### config.mk
export PLATFORM = sky130hd
export DESIGN_NAME = ram32x1s_arbiter
export DESIGN_NICKNAME = d
export VERILOG_FILES = /design/src/rtl/ram32x1s_arbiter.sv
export SDC_FILE = /design/constraint.sdc
export NUM_CORES = 1
export LEC_CHECK = 0
export CORE_MARGIN = 2
export CORE_UTILIZATION = 50
export DETAILED_ROUTE_END_ITERATION = 7
export PLACE_DENSITY = 0.68
export SETUP_SLACK_MARGIN = 0.5
export SLEW_MARGIN = 10
export SYNTH_ARGS = -nofsm -noshare
export SYNTH_HDL_FRONTEND = slang
export SYNTH_SLANG_ARGS = --single-unit
export TNS_END_PERCENT = 1
### constraint.sdc
create_clock -name CLK -period 3.84 [get_ports CLK]
set_clock_uncertainty 0.1 [all_clocks]
set_input_delay 0.576 -clock CLK [delete_from_list [all_inputs] [get_ports CLK]]
set_output_delay 0.576 -clock CLK [all_outputs]
set_load 0.02 [all_outputs]
### src/rtl/ram32x1s_arbiter.sv
// Two-client round-robin front end for a DATA_W x 32 distributed RAM built from
// 1-bit RAM32X1S-style cells, with a clear sweep after reset or on request.

module ram32x1s_cell (
  input  logic       wclk,
  input  logic       we,
  input  logic [4:0] a,
  input  logic       d,
  output logic       o
);

  logic [31:0] mem;

  always_ff @(posedge wclk) begin
    if (we) mem[a] <= d;
  end

  // Asynchronous read, as in the primitive.
  assign o = mem[a];

endmodule

module ram32x1s_arbiter #(
  parameter int                DATA_W         = 8,
  parameter logic [DATA_W-1:0] CLR_VALUE      = '0,
  parameter logic              CLEAR_ON_RESET = 1'b1
) (
  input  logic              CLK,
  input  logic              RST,
  input  logic              CLR_REQ,
  output logic              CLR_BUSY,
  input  logic              M0_REQ,
  input  logic              M0_WE,
  input  logic [4:0]        M0_ADDR,
  input  logic [DATA_W-1:0] M0_WDATA,
  output logic              M0_ACK,
  output logic              M0_RVALID,
  output logic [DATA_W-1:0] M0_RDATA,
  input  logic              M1_REQ,
  input  logic              M1_WE,
  input  logic [4:0]        M1_ADDR,
  input  logic [DATA_W-1:0] M1_WDATA,
  output logic              M1_ACK,
  output logic              M1_RVALID,
  output logic [DATA_W-1:0] M1_RDATA,
  output logic              state_dbg
);

  // Handshake: a client raises REQ with WE/ADDR/WDATA stable and holds them until
  // ACK; ACK is a one-cycle combinational grant and the RAM access happens in that
  // cycle. A read returns RVALID with RDATA on the cycle after its ACK.

  typedef enum logic {ST_CLEAR = 1'b0, ST_RUN = 1'b1} state_t;

  state_t            state;
  logic [4:0]        clr_addr;
  logic              rr_last;
  logic              grant0;
  logic              grant1;
  logic              ram_we;
  logic [4:0]        ram_addr;
  logic [DATA_W-1:0] ram_din;
  logic [DATA_W-1:0] ram_dout;

  // On contention the requester that did not win last time is granted.
  always_comb begin
    grant0 = 1'b0;
    grant1 = 1'b0;
    if (state == ST_RUN && !RST) begin
      if (M0_REQ && M1_REQ) begin
        grant0 = rr_last;
        grant1 = !rr_last;
      end else begin
        grant0 = M0_REQ;
        grant1 = M1_REQ;
      end
    end
  end

  always_comb begin
    ram_we   = 1'b0;
    ram_addr = M0_ADDR;
    ram_din  = M0_WDATA;
    if (!RST) begin
      if (state == ST_CLEAR) begin
        ram_we   = 1'b1;
        ram_addr = clr_addr;
        ram_din  = CLR_VALUE;
      end else if (grant1) begin
        ram_we   = M1_WE;
        ram_addr = M1_ADDR;
        ram_din  = M1_WDATA;
      end else if (grant0) begin
        ram_we   = M0_WE;
      end
    end
  end

  assign M0_ACK    = grant0;
  assign M1_ACK    = grant1;
  assign CLR_BUSY  = (state == ST_CLEAR);
  assign state_dbg = state;

  always_ff @(posedge CLK) begin
    if (RST) begin
      state     <= CLEAR_ON_RESET ? ST_CLEAR : ST_RUN;
      clr_addr  <= 5'd0;
      rr_last   <= 1'b1;
      M0_RVALID <= 1'b0;
      M1_RVALID <= 1'b0;
      M0_RDATA  <= '0;
      M1_RDATA  <= '0;
    end else begin
      M0_RVALID <= grant0 && !M0_WE;
      M1_RVALID <= grant1 && !M1_WE;
      if (grant0 && !M0_WE) M0_RDATA <= ram_dout;
      if (grant1 && !M1_WE) M1_RDATA <= ram_dout;
      if (M0_REQ && M1_REQ && (grant0 || grant1)) rr_last <= grant1;
      case (state)
        ST_CLEAR: begin
          clr_addr <= clr_addr + 5'd1;
          if (clr_addr == 5'd31) state <= ST_RUN;
        end
        ST_RUN: begin
          if (CLR_REQ) begin
            state    <= ST_CLEAR;
            clr_addr <= 5'd0;
          end
        end
        default: state <= ST_RUN;
      endcase
    end
  end

  for (genvar i = 0; i < DATA_W; i++) begin : g_bit
    ram32x1s_cell u_cell (
      .wclk (CLK),
      .we   (ram_we),
      .a    (ram_addr),
      .d    (ram_din[i]),
      .o    (ram_dout[i])
    );
  end

endmodule

==> results of run 1 <==
[how the worst max path moves through the flow]
stage | start | to | slack [ns]
6_report | M0_REQ | M1_RDATA[4] | 0.45
5_1_grt | M0_REQ | M0_RDATA[4] | 0.39
4_1_cts | M1_REQ | M1_RDATA[4] | 0.56
3_5_place_dp | M1_REQ | M1_RDATA[4] | 0.01
3_3_place_gp | M1_REQ | M0_RDATA[4] | -0.03
2_1_floorplan | M1_REQ | g_bit[0].u_cell.mem[1] | 0.88
[cell usage in the layout (no fill, tap or decap), types with 5 or more instances in the layout]
master / instances
edfxtp_1: 256
nand2_1: 108
buf_4: 103
mux2i_1: 69
clkdlybuf4s50_1: 54
nor2_1: 52
a21oi_1: 33
o21ai_0: 28
clkbuf_16: 28
dfxtp_1: 24
nand3_1: 24
o22ai_1: 18
a31oi_1: 16
nor3_1: 16
mux2_2: 15
a211oi_1: 8
o211ai_1: 7
a22o_1: 7
a22oi_1: 7
clkinv_1: 7
clkbuf_1: 7
and3_1: 6
a211o_1: 6
nand4_1: 6
a32o_1: 5
o32ai_1: 5
[registers in the layout, summed over array words and instances (netlist names)]
register	flops
clr_addr	5
g_bit.u_cell.mem	256
rr_last	1
M0_RVALID	1
M1_RDATA	8
M0_RDATA	8
M1_RVALID	1
state_dbg	1
[cells by family (layout without fill, tap and decap cells)]
family | Yosys count | in the layout | synth area share
muxes | 86 | 86 | 0.0750
and+or+nand+nor | 239 | 239 | 0.0932
buffers and inverters | 48 | 216 | 0.0260
DFF | 281 | 281 | 0.691
xor gates and xnor gates | 1 | 1 | 0.000739
adders and majority gates | 2 | 2 | 0.00211
AOI/OAI and AO/OA | 186 | 186 | 0.112
[through the flow]
step | hold slack [ns] | util | cell area (um2)
after floorplan | 0.408 | - | 11900
after global routing | 0.474 | 0.608 | 14200
after global placement | 0.421 | 0.570 | 13300
after CTS | 0.446 | 0.607 | 14200
final | 0.443 | 0.608 | 14200
after detailed placement | 0.430 | 0.570 | 13300
[worst min-delay path, stage by stage (launching register included)]
cell	delay [ns]
dfxtp_1	0.31
o21ai_0	0.15
a31oi_1	0.04
[where the power goes]
group	switching (mW)	internal (mW)	total (mW)
Sequential	0.00923	3.36	3.37
Clock	1.10	1.48	2.58
Combinational	0.371	0.232	0.603
Total	1.48	5.07	6.55
[synthesized netlist by cell type (all sizes together), types with 2 or more instances]
library cell / number / area share
edfxtp: 256 / 0.65
nand2: 110 / 0.036
mux2i: 70 / 0.059
nor2: 55 / 0.020
a21oi: 35 / 0.015
buf: 33 / 0.021
o21ai: 32 / 0.014
dfxtp: 25 / 0.042
nand3: 24 / 0.010
nor3: 18 / 0.0084
o22ai: 18 / 0.0095
a31oi: 16 / 0.0084
mux2: 16 / 0.016
clkbuf: 10 / 0.0032
a211oi: 9 / 0.0061
a22o: 7 / 0.0052
a22oi: 7 / 0.0044
o211ai: 7 / 0.0044
a211o: 6 / 0.0044
a21boi: 6 / 0.0048
a32o: 6 / 0.0052
and3: 6 / 0.0032
nand4: 6 / 0.0032
inv: 5 / 0.0016
o32ai: 5 / 0.0037
a2111oi: 4 / 0.0051
a221oi: 4 / 0.0030
a32oi: 4 / 0.0030
a311oi: 3 / 0.0027
and2: 3 / 0.0016
nand2b: 3 / 0.0016
o2111ai: 3 / 0.0022
a21bo: 2 / 0.0017
a21o: 2 / 0.0013
and4: 2 / 0.0015
ha: 2 / 0.0021
nand4b: 2 / 0.0015
nor3b: 2 / 0.0013
o21a: 2 / 0.0013
o2bb2ai: 2 / 0.0020
or2b: 2 / 0.0013
[layer usage]
metal | wire length [um] | global-route usage | up-vias
met5 | 0 | 0 | -
met4 | 1040 | 0.0849 | 0
met1 | 12600 | 0.337 | 3829
met2 | 14700 | 0.404 | 354
li1 | - | - | 3564
met3 | 2400 | 0.0424 | 71
[area by class of cell]
type,count,area (um2),share of cell area
Clock inverter,16,143,0.0100
Clock buffer,35,727,0.0511
Multi-Input combinational cell,514,3380,0.237
Sequential cell,281,8190,0.576
Timing Repair Buffer,160,1370,0.0966
Inverter,5,18.8,0.00132
Tap cell,319,399,0.0281
==> impl_metrics.env, run 1 <==
export IMPL_status="complete, no violations"
export IMPL_synthToLayoutAreaGrowth_pct=20.0
export IMPL_drive_gt1_frac=0.186
export IMPL_clk_pin_slew_worst_paths_ns=0.06
export IMPL_dpl_hpwl_um=21300
export IMPL_design_die_area_um2=24900
export IMPL_max_clock_path_buffers=3
export IMPL_grt_max_degree=35
export IMPL_slowest_stage="clkdlybuf4s50_1"
export IMPL_r2r_setup_slack_ns=0.57
export IMPL_drt_first_pass_iters=5
export IMPL_rsz0062_at_grt="yes"
export IMPL_worst_slew_pin_slew_ns=0.661
export IMPL_critPathLaunchType="primary input"
export IMPL_crit_family="compound AO/OA/AOI/OAI gates"
export IMPL_numPlacedInstances=1279
export IMPL_fin_ws_ns=0.446
export IMPL_initial_core_util=0.506
export IMPL_cts_buffers=28
export IMPL_ff2ff_path_depth=9
export IMPL_cts_sinks=281
export IMPL_relSlewSlack=0.558
export IMPL_synth_cell_types=75
export IMPL_layout_cells_non_filler=1330
export IMPL_drt_iter0_drc=732
export IMPL_grt_pass1_vias=7635
export IMPL_worst_path_stages=11
export IMPL_power_density_nw_per_um2=460
export IMPL_async_flop_share=0
export IMPL_ir_worst_vdd_v=0.000390
export IMPL_yosys_register_bits=281
export IMPL_die_h_um=158
export IMPL_max_stage_delay_ns=0.58
export IMPL_p_leak_nw=5.03
export IMPL_layout_nets=1025
export IMPL_cts_resized=1
export IMPL_die_w_um=158
export IMPL_period_minus_slack_ns=3.39
export IMPL_core_um2=23400
export IMPL_place_congestion=0.910
export IMPL_overflow=0
export IMPL_period_share=0.884
export IMPL_cp_arrival_ns=3.72
export IMPL_grt_antenna_before_repair=1
export IMPL_track_usage=0.247
export IMPL_grt_pass1_wl_um=45500
export IMPL_dp_slack_ns=0.0116
export IMPL_drt_total_wl_um=30700
export IMPL_wl_per_cell_um=23.1
export IMPL_ios=55
export IMPL_synth_nets=878
export IMPL_row_count=56
export IMPL_avgSynthCellArea_um2=14.1
export IMPL_io_buffers=54
export IMPL_hold_viol_final=0
export IMPL_finalPower_mw=6.55
export IMPL_hold_end="M0_RDATA[7]"
export IMPL_tritoncts="yes"
export IMPL_rr_startpoint="state_dbg"
export IMPL_h_tree_depth=1
export IMPL_vias=7818
export IMPL_holdBufCountCts=0
export IMPL_finalSetupViolations=0
export IMPL_r2r_end="M1_RDATA[4]"
export IMPL_path_cells="clkdlybuf4s50_1, a21bo_1, mux2_4, nand2_8, buf_12, buf_4, mux2i_1, o22ai_1, a211oi_1, and4_1, a21oi_1"
export IMPL_whs_path_depth=2
export IMPL_synth_seq_area_share=0.691
export IMPL_diodes=0
export IMPL_post_drt_via_cell_ratio=5.88
export IMPL_finalMaxSlewViolations=0
export IMPL_hold_start="M0_RDATA[7]"
export IMPL_critPathRequiredTime_ns=4.17
export IMPL_synth_edf_count=256
export IMPL_ant_nets=0
export IMPL_syn_area_um2=11900
export IMPL_drc_errors=0
export IMPL_cap_violations=0
export IMPL_cp_num_buf_inv=3
export IMPL_yosys_warnings=0
export IMPL_hold_path_class="flip-flop to flip-flop"
export IMPL_fillCellCount=1847
export IMPL_clk_latency_ns=0.55
export IMPL_syn_inst=843
export IMPL_synth_ff_type="edfxtp_1"
export IMPL_endpoint_kind="flip-flop"
export IMPL_crit_fanout=19
export IMPL_timing_setup_tns_ns=0
export IMPL_post_cts_buffers=0
export IMPL_clockRootBuffer="clkbuf_16"
export IMPL_crit_type="primary input to flip-flop"
export IMPL_fmax_mhz=295
No activity file was read; power rests on OpenSTA's default activity.
==> inputs of run 2 (changes only) <==
--- a/config.mk
+++ b/config.mk
@@ -8,9 +8,9 @@
 export CORE_MARGIN = 2
 export CORE_UTILIZATION = 50
 export DETAILED_ROUTE_END_ITERATION = 7
+export HOLD_SLACK_MARGIN = 0.1
 export PLACE_DENSITY = 0.68
 export SETUP_SLACK_MARGIN = 0.5
-export SLEW_MARGIN = 10
 export SYNTH_ARGS = -nofsm -noshare
 export SYNTH_HDL_FRONTEND = slang
 export SYNTH_SLANG_ARGS = --single-unit
==> results of run 2 <==
Final layout, timing and power as in run 1 (identical DEF).
==> inputs of run 3 (changes only) <==
--- a/config.mk
+++ b/config.mk
@@ -8,6 +8,7 @@
 export CORE_MARGIN = 2
 export CORE_UTILIZATION = 50
 export DETAILED_ROUTE_END_ITERATION = 7
+export GPL_TIMING_DRIVEN = 0
 export HOLD_SLACK_MARGIN = 0.1
 export PLACE_DENSITY = 0.68
 export SETUP_SLACK_MARGIN = 0.5
==> impl_metrics.env, run 3 (same netlist as run 1, synthesis figures left out) <==
export IMPL_initial_core_util=0.506
export IMPL_most_common_layout_cells="256 x edfxtp_1, 108 x nand2_1, 69 x mux2i_1, 54 x clkdlybuf4s50_1"
export IMPL_wl_per_cell_um=25.4
export IMPL_cp_num_buf_inv=4
export IMPL_critPathRequiredTime_ns=3.16
export IMPL_place_congestion=0.962
export IMPL_max_clock_path_buffers=3
export IMPL_finalMaxSlewViolations=0
export IMPL_largest_register="g_bit.u_cell.mem"
export IMPL_layout_nets=976
export IMPL_ios=55
export IMPL_pwr_share_seq=0.497
export IMPL_post_drt_via_cell_ratio=6.08
export IMPL_cts_sinks=281
export IMPL_fmax_mhz=290
export IMPL_combPwrFrac=0.094
export IMPL_critPathLaunchType="primary input"
export IMPL_timing_setup_tns_ns=0
export IMPL_multiInputGateArea_um2=3690
export IMPL_cp_arrival_ns=2.77
export IMPL_tritoncts="yes"
export IMPL_finalSetupViolations=0
export IMPL_design_die_area_um2=24900
export IMPL_track_usage=0.265
export IMPL_worst_slew_pin_slew_ns=1.33
export IMPL_core_um2=23400
export IMPL_die_h_um=158
export IMPL_drt_first_pass_iters=5
export IMPL_period_minus_slack_ns=3.44
export IMPL_synthToLayoutAreaGrowth_pct=20.5
export IMPL_ant_nets=0
export IMPL_seqCellArea_um2=8190
export IMPL_drt_iter0_drc=934
export IMPL_ir_worst_vdd_v=0.000440
export IMPL_max_stage_delay_ns=0.72
export IMPL_h_tree_depth=1
export IMPL_dp_slack_ns=-1.13
export IMPL_crit_type="primary input to output port"
export IMPL_hold_path_class="flip-flop to flip-flop"
export IMPL_overflow=0
export IMPL_grt_antenna_before_repair=0
export IMPL_slowest_stage="clkdlybuf4s50_1"
export IMPL_startpoint="RST"
export IMPL_layout_commonest_cell="edfxtp_1"
export IMPL_die_w_um=158
export IMPL_period_share=0.897
export IMPL_clockRootBuffer="clkbuf_16"
export IMPL_largest_register_ffs=256
export IMPL_path_cells="clkdlybuf4s50_1, buf_2, buf_2, nor3_2, clkdlybuf4s50_1"
export IMPL_p_leak_nw=4.80
export IMPL_io_buffers=54
export IMPL_cts_buffers=29
export IMPL_drt_total_wl_um=32500
export IMPL_intPower_mw=5.20
export IMPL_power_switching_mw=1.58
export IMPL_layout_cells_non_filler=1283
export IMPL_crit_family="buffers and inverters"
export IMPL_fin_ws_ns=0.396
export IMPL_clk_latency_ns=0.56
export IMPL_status="complete, no violations"
export IMPL_hold_viol_final=0
export IMPL_p_clk_frac=0.409
export IMPL_vias=7807
export IMPL_drive_gt1_frac=0.180
export IMPL_crit_fanout=10
export IMPL_switching_share=0.233
export IMPL_rr_startpoint="state_dbg"
export IMPL_power_density_nw_per_um2=475
export IMPL_fillCellCount=1792
export IMPL_grt_pass1_vias=7616
export IMPL_stdcell_area_um2=14300
export IMPL_cap_violations=0
export IMPL_clk_pin_slew_worst_paths_ns=0.06
export IMPL_dpl_hpwl_um=21500
export IMPL_hold_start="M0_RDATA[4]"
export IMPL_grt_max_degree=33
export IMPL_placed_cell_area_um2=12800
export IMPL_timing_hold_ws_ns=0.443
export IMPL_utilization=0.610
export IMPL_endpoint_kind="output port"
export IMPL_numPlacedInstances=1216
export IMPL_drc_errors=0
export IMPL_diodes=0
export IMPL_reg_top3="g_bit.u_cell.mem (256), M0_RDATA (8), M1_RDATA (8)"
export IMPL_grt_pass1_wl_um=47700
export IMPL_row_count=56
export IMPL_relSlewSlack=0.111
export IMPL_finalPower_mw=6.79
export IMPL_rsz0062_at_grt="yes"
run 3: cell types whose count changed in the layout (fill, tap and decap cells not counted), sizes merged:
cell      previous run  this run
buf                106        46
clkbuf              35        54
clkinv              13         3
clkinvlp             1         0
inv                  5        10
run 3: power groups by stage:
stage	registers, mW	clock network (mW)	logic [mW]
after floorplan	3.43	0	0.356
after global placement	3.44	0	0.573
after detailed placement	3.44	0	0.578
after CTS	3.37	2.79	0.612
after global routing	3.37	2.91	0.667
final	3.37	2.78	0.638
run 3: final cells by class:
class | instances | share of cell area
Buffer | 43 | 0.0205
Clock buffer | 44 | 0.0576
Clock inverter | 10 | 0.00876
Inverter | 5 | 0.00131
Multi-Input combinational cell | 514 | 0.259
Sequential cell | 281 | 0.574
Tap cell | 319 | 0.0280
Timing Repair Buffer | 67 | 0.0517
run 3: what timing repair did:
item | 4_1_cts | 5_1_grt
hold buffers | 0 | 0
pin swaps | 2 | 10
gates resized for setup | 74 | 8
endpoints found under the setup margin | 258 | 271
buffers inserted | 3 | 10
run 3: path summary, 6_finish.rpt:
check        cells past startpoint  slack [ns]                 endpoint
max                              5        0.40                   M1_ACK
max reg2reg                      8        0.52  g_bit[1].u_cell.mem[21]
min reg2reg                      2        0.44              M0_RDATA[4]
min                              2        0.44              M0_RDATA[4]
run 3: worst min-delay path: cells and delay by family (launching register included):
family         cells  cell delay (ns)
AO/OA/AOI/OAI      2             0.18
flip-flops         1             0.32
run 3: layer usage:
metal,vias to the layer above,GRT usage,share of wire
met2,404,0.420,0.46
li1,3484,-,-
met4,0,0.0961,0.038
met5,-,0,0
met1,3841,0.368,0.41
met3,78,0.0495,0.086
